===== src/rtl/syscon_shutdown.sv =====
// System-controller slave: firmware writes a magic command, the block flushes
// the trace/file logic, then holds a sticky shutdown or reboot indication.
module syscon_shutdown #(
  parameter int unsigned ADDR_W        = 4,
  parameter int unsigned FLUSH_TIMEOUT = 1024
) (
  input  logic              i_clk,
  input  logic              i_reset_n,
  input  logic              i_stb,
  input  logic              i_we,
  input  logic [ADDR_W-1:0] i_addr,
  input  logic [31:0]       i_wdata,
  input  logic [3:0]        i_sel,
  output logic              o_ack,
  output logic [31:0]       o_rdata,
  input  logic              i_file_closed,
  output logic              o_close_file,
  output logic              o_shutdown,
  output logic              o_reboot,
  output logic [15:0]       o_exit_code
);

  localparam int unsigned WA_W  = ADDR_W - 2;
  localparam int unsigned CNT_W = (FLUSH_TIMEOUT < 2) ? 1 : $clog2(FLUSH_TIMEOUT + 1);

  localparam logic [1:0] IDLE   = 2'd0;
  localparam logic [1:0] FLUSH  = 2'd1;
  localparam logic [1:0] HALT   = 2'd2;
  localparam logic [1:0] REBOOT = 2'd3;

  logic [1:0]       state_q, state_d;
  logic             kind_q, kind_d;       // 1 = reboot requested
  logic [15:0]      code_q, code_d;
  logic [CNT_W-1:0] cnt_q, cnt_d;
  logic             timeout_q, timeout_d;
  logic [31:0]      scratch_q;

  logic [WA_W-1:0]  word_c;
  logic             wr_c, rd_c;
  logic             cmd_valid_c, cmd_reboot_c;
  logic [15:0]      cmd_code_c;
  logic [1:0]       target_c;
  logic [31:0]      rdata_c;
  logic             unused_addr;

  assign word_c      = i_addr[ADDR_W-1:2];
  assign unused_addr = ^i_addr[1:0];
  assign wr_c        = i_stb & i_we;
  assign rd_c        = i_stb & ~i_we;
  assign target_c    = kind_q ? REBOOT : HALT;

  // Magic-word decode; only full-word writes to CMD count.
  always_comb begin
    cmd_valid_c  = 1'b0;
    cmd_reboot_c = 1'b0;
    cmd_code_c   = 16'h0000;
    if (wr_c && (word_c == WA_W'(0)) && (i_sel == 4'b1111)) begin
      unique case (i_wdata[15:0])
        16'h5555: cmd_valid_c = 1'b1;
        16'h3333: begin
          cmd_valid_c = 1'b1;
          cmd_code_c  = (i_wdata[31:16] == 16'h0000) ? 16'h0001 : i_wdata[31:16];
        end
        16'h7777: begin
          cmd_valid_c  = 1'b1;
          cmd_reboot_c = 1'b1;
        end
        default: ;
      endcase
    end
  end

  // Next-state logic; later commands are ignored once out of IDLE.
  always_comb begin
    state_d   = state_q;
    kind_d    = kind_q;
    code_d    = code_q;
    cnt_d     = cnt_q;
    timeout_d = timeout_q;
    case (state_q)
      IDLE: begin
        if (cmd_valid_c) begin
          kind_d = cmd_reboot_c;
          code_d = cmd_code_c;
          if (FLUSH_TIMEOUT == 0) begin
            state_d = cmd_reboot_c ? REBOOT : HALT;
          end else begin
            state_d = FLUSH;
            cnt_d   = CNT_W'(FLUSH_TIMEOUT);
          end
        end
      end
      FLUSH: begin
        cnt_d = cnt_q - CNT_W'(1);
        if (i_file_closed) begin
          state_d = target_c;
        end else if (cnt_q == CNT_W'(1)) begin
          state_d   = target_c;
          timeout_d = 1'b1;
        end
      end
      default: ;
    endcase
  end

  // State register; sideband outputs are registered copies of the next state.
  always_ff @(posedge i_clk or negedge i_reset_n) begin
    if (!i_reset_n) begin
      state_q      <= IDLE;
      kind_q       <= 1'b0;
      code_q       <= 16'h0000;
      cnt_q        <= '0;
      timeout_q    <= 1'b0;
      o_close_file <= 1'b0;
      o_shutdown   <= 1'b0;
      o_reboot     <= 1'b0;
      o_exit_code  <= 16'h0000;
    end else begin
      state_q      <= state_d;
      kind_q       <= kind_d;
      code_q       <= code_d;
      cnt_q        <= cnt_d;
      timeout_q    <= timeout_d;
      o_close_file <= (state_d == FLUSH);
      o_shutdown   <= (state_d == HALT);
      o_reboot     <= (state_d == REBOOT);
      o_exit_code  <= (state_d == HALT) ? code_d : 16'h0000;
    end
  end

  // Read mux uses current-state values, so a read racing a transition sees the old STATUS.
  // Busy covers the flush phase; terminal states report through their own bits.
  always_comb begin
    rdata_c = 32'h0000_0000;
    case (word_c)
      WA_W'(1): rdata_c = {code_q, 12'h000, timeout_q, (state_q == REBOOT),
                           (state_q == HALT), (state_q == FLUSH)};
      WA_W'(2): rdata_c = scratch_q;
      default: ;
    endcase
  end

  always_ff @(posedge i_clk or negedge i_reset_n) begin
    if (!i_reset_n) begin
      o_ack   <= 1'b0;
      o_rdata <= 32'h0000_0000;
    end else begin
      o_ack   <= i_stb;
      o_rdata <= rd_c ? rdata_c : 32'h0000_0000;
    end
  end

  always_ff @(posedge i_clk or negedge i_reset_n) begin
    if (!i_reset_n) begin
      scratch_q <= 32'h0000_0000;
    end else if (wr_c && (word_c == WA_W'(2))) begin
      for (int b = 0; b < 4; b++) begin
        if (i_sel[b]) scratch_q[8*b +: 8] <= i_wdata[8*b +: 8];
      end
    end
  end

endmodule


===== config.mk =====
export PLATFORM = sky130hd
export DESIGN_NAME = syscon_shutdown
export DESIGN_NICKNAME = d
export VERILOG_FILES = /design/src/rtl/syscon_shutdown.sv
export SDC_FILE = /design/constraint.sdc
export NUM_CORES = 1
export LEC_CHECK = 0
export BUFFER_PORTS_ARGS = -buffer_cell sky130_fd_sc_hd__buf_2
export CAP_MARGIN = 20
export CORE_UTILIZATION = 40
export CTS_BUF_LIST = sky130_fd_sc_hd__clkbuf_8
export DETAILED_ROUTE_END_ITERATION = 16
export GPL_TIMING_DRIVEN = 1
export PLACE_DENSITY = 0.59
export SYNTH_ARGS = -nofsm -noshare
export SYNTH_HDL_FRONTEND = slang
export SYNTH_SLANG_ARGS = --single-unit

===== constraint.sdc =====
create_clock -name i_clk -period 2.6 [get_ports i_clk]
set_input_delay 0.26 -clock i_clk [delete_from_list [all_inputs] [get_ports i_clk]]
set_output_delay 0.26 -clock i_clk [all_outputs]
set_load 0.1 [all_outputs]

==> results_dict.tcl <==
set metrics [dict create \
    hold_class "input port to flop" \
    antenna_found_initial 0 \
    yosys.area_share.simple_pct 14.5 \
    clk_latency_ns 0.43 \
    synth_cell_types 42 \
    coreArea_um2 11000 \
    r2r-end "o_exit_code[15]$_DFF_PN0_" \
    cts_buffer_depth 2 \
    cts-buffers-inserted 17 \
    drt-total-wl_um 10300 \
    drt-pass1-iter-count 4 \
    synth_top_area_share_pct 62.9 \
    fmax_mhz 414 \
    synth_compound_area_share_pct 11.2 \
    yosys.area_share.xor_xnor_pct 0 \
    ff2ff_setup_slack_ns 0.19 \
    area_delta_synth_final_pct 24.1 \
    final_cells 618 \
    place_inst 584 \
    num_vias 3224 \
    syn_area_um2 4580 \
    maxSlewHeadroom_pct 45.1 \
    tns_ns 0 \
    maxCapViolCount 0 \
    globalplace.congestion 0.748 \
    fp.dieH_um 109 \
    remaining_drc_errors 0 \
    rr_startpoint "cnt_q[1]$_DFFE_PN0P_" \
    htree_levels 4 \
    slew_violations 0 \
    whs_path_depth 2 \
    n_antenna_cell 0 \
    crit_required_ns 2.96 \
    layout_setup_ws_ns 0.186 \
    initial_core_util_pct 41.7 \
    reg2reg_depth 8 \
    period_share_pct 92.9 \
    setup_viol 0 \
    fp-row-count 38 \
    arrival_ns 2.77 \
    dp_slack_ns 0.167 \
    clock-root-buffer "clkbuf_8" \
    drive_gt1_share_pct 39.5 \
    io_pins 97 \
    synth_adder_area_share_pct 1.37 \
    ir_drop_v 0.000377 \
    finalClockSkew_ns 0.0112 \
    grt_overflow 0 \
    grt_pass1_wl_um 16700 \
    endpoint_kind "flop" \
    netlist_top_cells_area "dfrtp_1 63%, mux2_2 7.9%, a22o_1 3.1%" \
    path_clk_slew_ns 0.07 \
    final_util_pct 51.7 \
    min_to "code_q[13]$_DFF_PN0_" \
    crit_type "flop to flop" \
    drtIter0Drc 193 \
    syn_avg_cell_area_um2 12.8 \
    worst_pin_slew_ns 0.813 \
    p_leak_nw 2.83 \
    dieArea_um2 11900 \
    clock_sinks 115 \
    routed_via_density 5.22 \
    hold_violations 0 \
    cp-start-kind "flop" \
    globalRouteTotalUtil_pct 19.2 \
    grt_pass1_vias 3284 \
    die_width_um 109 \
    netlist_instances 357 \
    worstHoldStart "i_wdata[29]" \
    yosysSeqAreaShare_pct 62.9 \
    dp_hpwl_um 6930 \
    port_buffers 94 \
    wire_per_inst_um 16.6 \
    p_per_area_nw_per_um2 723 \
    yosys.area.top_type "dfrtp_1" \
    layout.nets 515 \
    rsz0062_at_grt "no" \
    antenna_left 0 \
    finalCriticalPeriod_ns 2.41 \
    grt_start_max_net_pins 73 \
    cp_max_fo 13 \
    ys_seq_elements 115 \
    synth_top_family_by_area "simple AND/OR/NAND/NOR gates" \
    synth-warning-count 0 \
    outcome "complete, no violations" \
    synthMuxAreaShare_pct 7.87 \
    cts_tree "yes" \
    synth_nets 407 \
]
==> logic make-up after synthesis <==
kind of cell             count (synthesis)
adder cells (fa/ha/maj)                  5
flip-flops                             115
AND/OR/NAND/NOR                        114
AO/OA/AOI/OAI                           71
multiplexers                            32
buffers and inverters                   20
==> metrics by stage <==
| stage | total power [mW] | cell area, um^2 | hold slack (ns) |
|---|---|---|---|
| floorplan | 2.21 | 4580 | -0.0356 |
| global placement | 2.35 | 5230 | 0.293 |
| detailed placement | 2.36 | 5230 | 0.296 |
| CTS | 4.15 | 5680 | 0.0549 |
| global route | 4.28 | 5680 | 0.0613 |
| finish | 4.11 | 5680 | 0.0805 |
==> Yosys cell counts <==
master and number:
nor3b_1 1, and2b_2 1, inv_1 5, o31ai_1 6
nand3b_1 2, nand4b_1 3, and3_1 1, nor2b_1 1
nor2b_4 1, or4_1 1, or3_2 1, a21oi_1 5
a41o_1 1, and2_1 13, and2_2 16, or4b_2 1
buf_6 1, or2b_1 1, nand4_1 4, ha_1 5
a21o_1 1, o41ai_1 3, nor3_2 1, clkbuf_1 12
and3b_1 1, a32oi_1 1, nand2_1 16, nor4_1 5
or4_4 2, a22oi_1 18, a22o_1 16, nand2b_1 2
o21ai_0 18, nand3_1 1, mux2_2 32, a41oi_1 1
nor3_1 6, clkbuf_8 2, nor2_1 31, dfrtp_1 115
or4bb_1 2, a21oi_4 1
==> sequential cells by signal (all words and copies together) (netlist names) <==
signal        cells
o_ack             1
o_rdata          32
o_close_file      1
scratch_q        32
o_shutdown        1
o_exit_code      16
o_reboot          1
cnt_q            11
state_q           2
timeout_q         1
kind_q            1
code_q           16
==> power by group <==
| group | total, mW | leakage (nW) | internal [mW] | switching [mW] |
|---|---|---|---|---|
| Combinational | 0.356 | 1.12 | 0.146 | 0.210 |
| Clock | 1.78 | 0.216 | 1.06 | 0.720 |
| Sequential | 1.97 | 1.49 | 1.91 | 0.0556 |
| Total | 4.11 | 2.83 | 3.12 | 0.986 |
==> layout make-up <==
type | count | area, um^2
clock inverter | 14 | 188
sequential | 115 | 2880
fill | 985 | 5300
clock buffer | 18 | 248
inverter | 5 | 18.8
timing repair buffer | 104 | 578
tap | 140 | 175
multi-input combinational | 222 | 1600
==> routing by layer <==
metal	part of all wire [%]	GRT usage (%)	wire, um
met3	4.3	5.50	437
met4	1.6	8.01	164
met2	48	30.4	4950
met1	46	24.6	4720
met5	0	0	0
==> worst max path at each step <==
| stage | end | depth (start not counted) | startpoint |
|---|---|---|---|
| after detailed placement | cnt_q[5]$_DFFE_PN0P_ | 8 | i_addr[2] |
| after global routing | o_exit_code[8]$_DFF_PN0_ | 8 | cnt_q[1]$_DFFE_PN0P_ |
| after global placement | o_exit_code[11]$_DFF_PN0_ | 8 | cnt_q[1]$_DFFE_PN0P_ |
| final | o_exit_code[15]$_DFF_PN0_ | 8 | cnt_q[1]$_DFFE_PN0P_ |
| after CTS | o_exit_code[8]$_DFF_PN0_ | 8 | cnt_q[1]$_DFFE_PN0P_ |
| after floorplan | o_exit_code[10]$_DFF_PN0_ | 8 | cnt_q[1]$_DFFE_PN0P_ |
==> cells in the final DEF, fill, tap and decap left out, types with 7 or more instances in the layout <==
| cell type | synthesis | layout |
|---|---|---|
| a22oi_1 | 18 | 18 |
| clkbuf_8 | 2 | 18 |
| mux2_2 | 32 | 32 |
| buf_2 | 0 | 93 |
| a22o_1 | 16 | 16 |
| and2_2 | 16 | 16 |
| o21ai_0 | 18 | 18 |
| buf_4 | 0 | 7 |
| nand2_1 | 16 | 16 |
| nor2_1 | 31 | 31 |
| and2_1 | 13 | 13 |
| dfrtp_1 | 115 | 115 |
==> critical path, stage by stage, from the launching register on <==
cell and delay, ns:
dfrtp_1 0.39, inv_1 0.08, ha_1 0.14, or4b_2 0.59, or4_4 0.44, nor2b_4 0.16
a21oi_4 0.24, buf_12 0.17, and2_2 0.13
==> timing repair <==
action,in CTS,in global routing
endpoints found under the hold margin,44,0
hold buffers,2,0
buffers inserted,0,0
gates resized for setup,0,0
(Power assumes the default switching activity.)
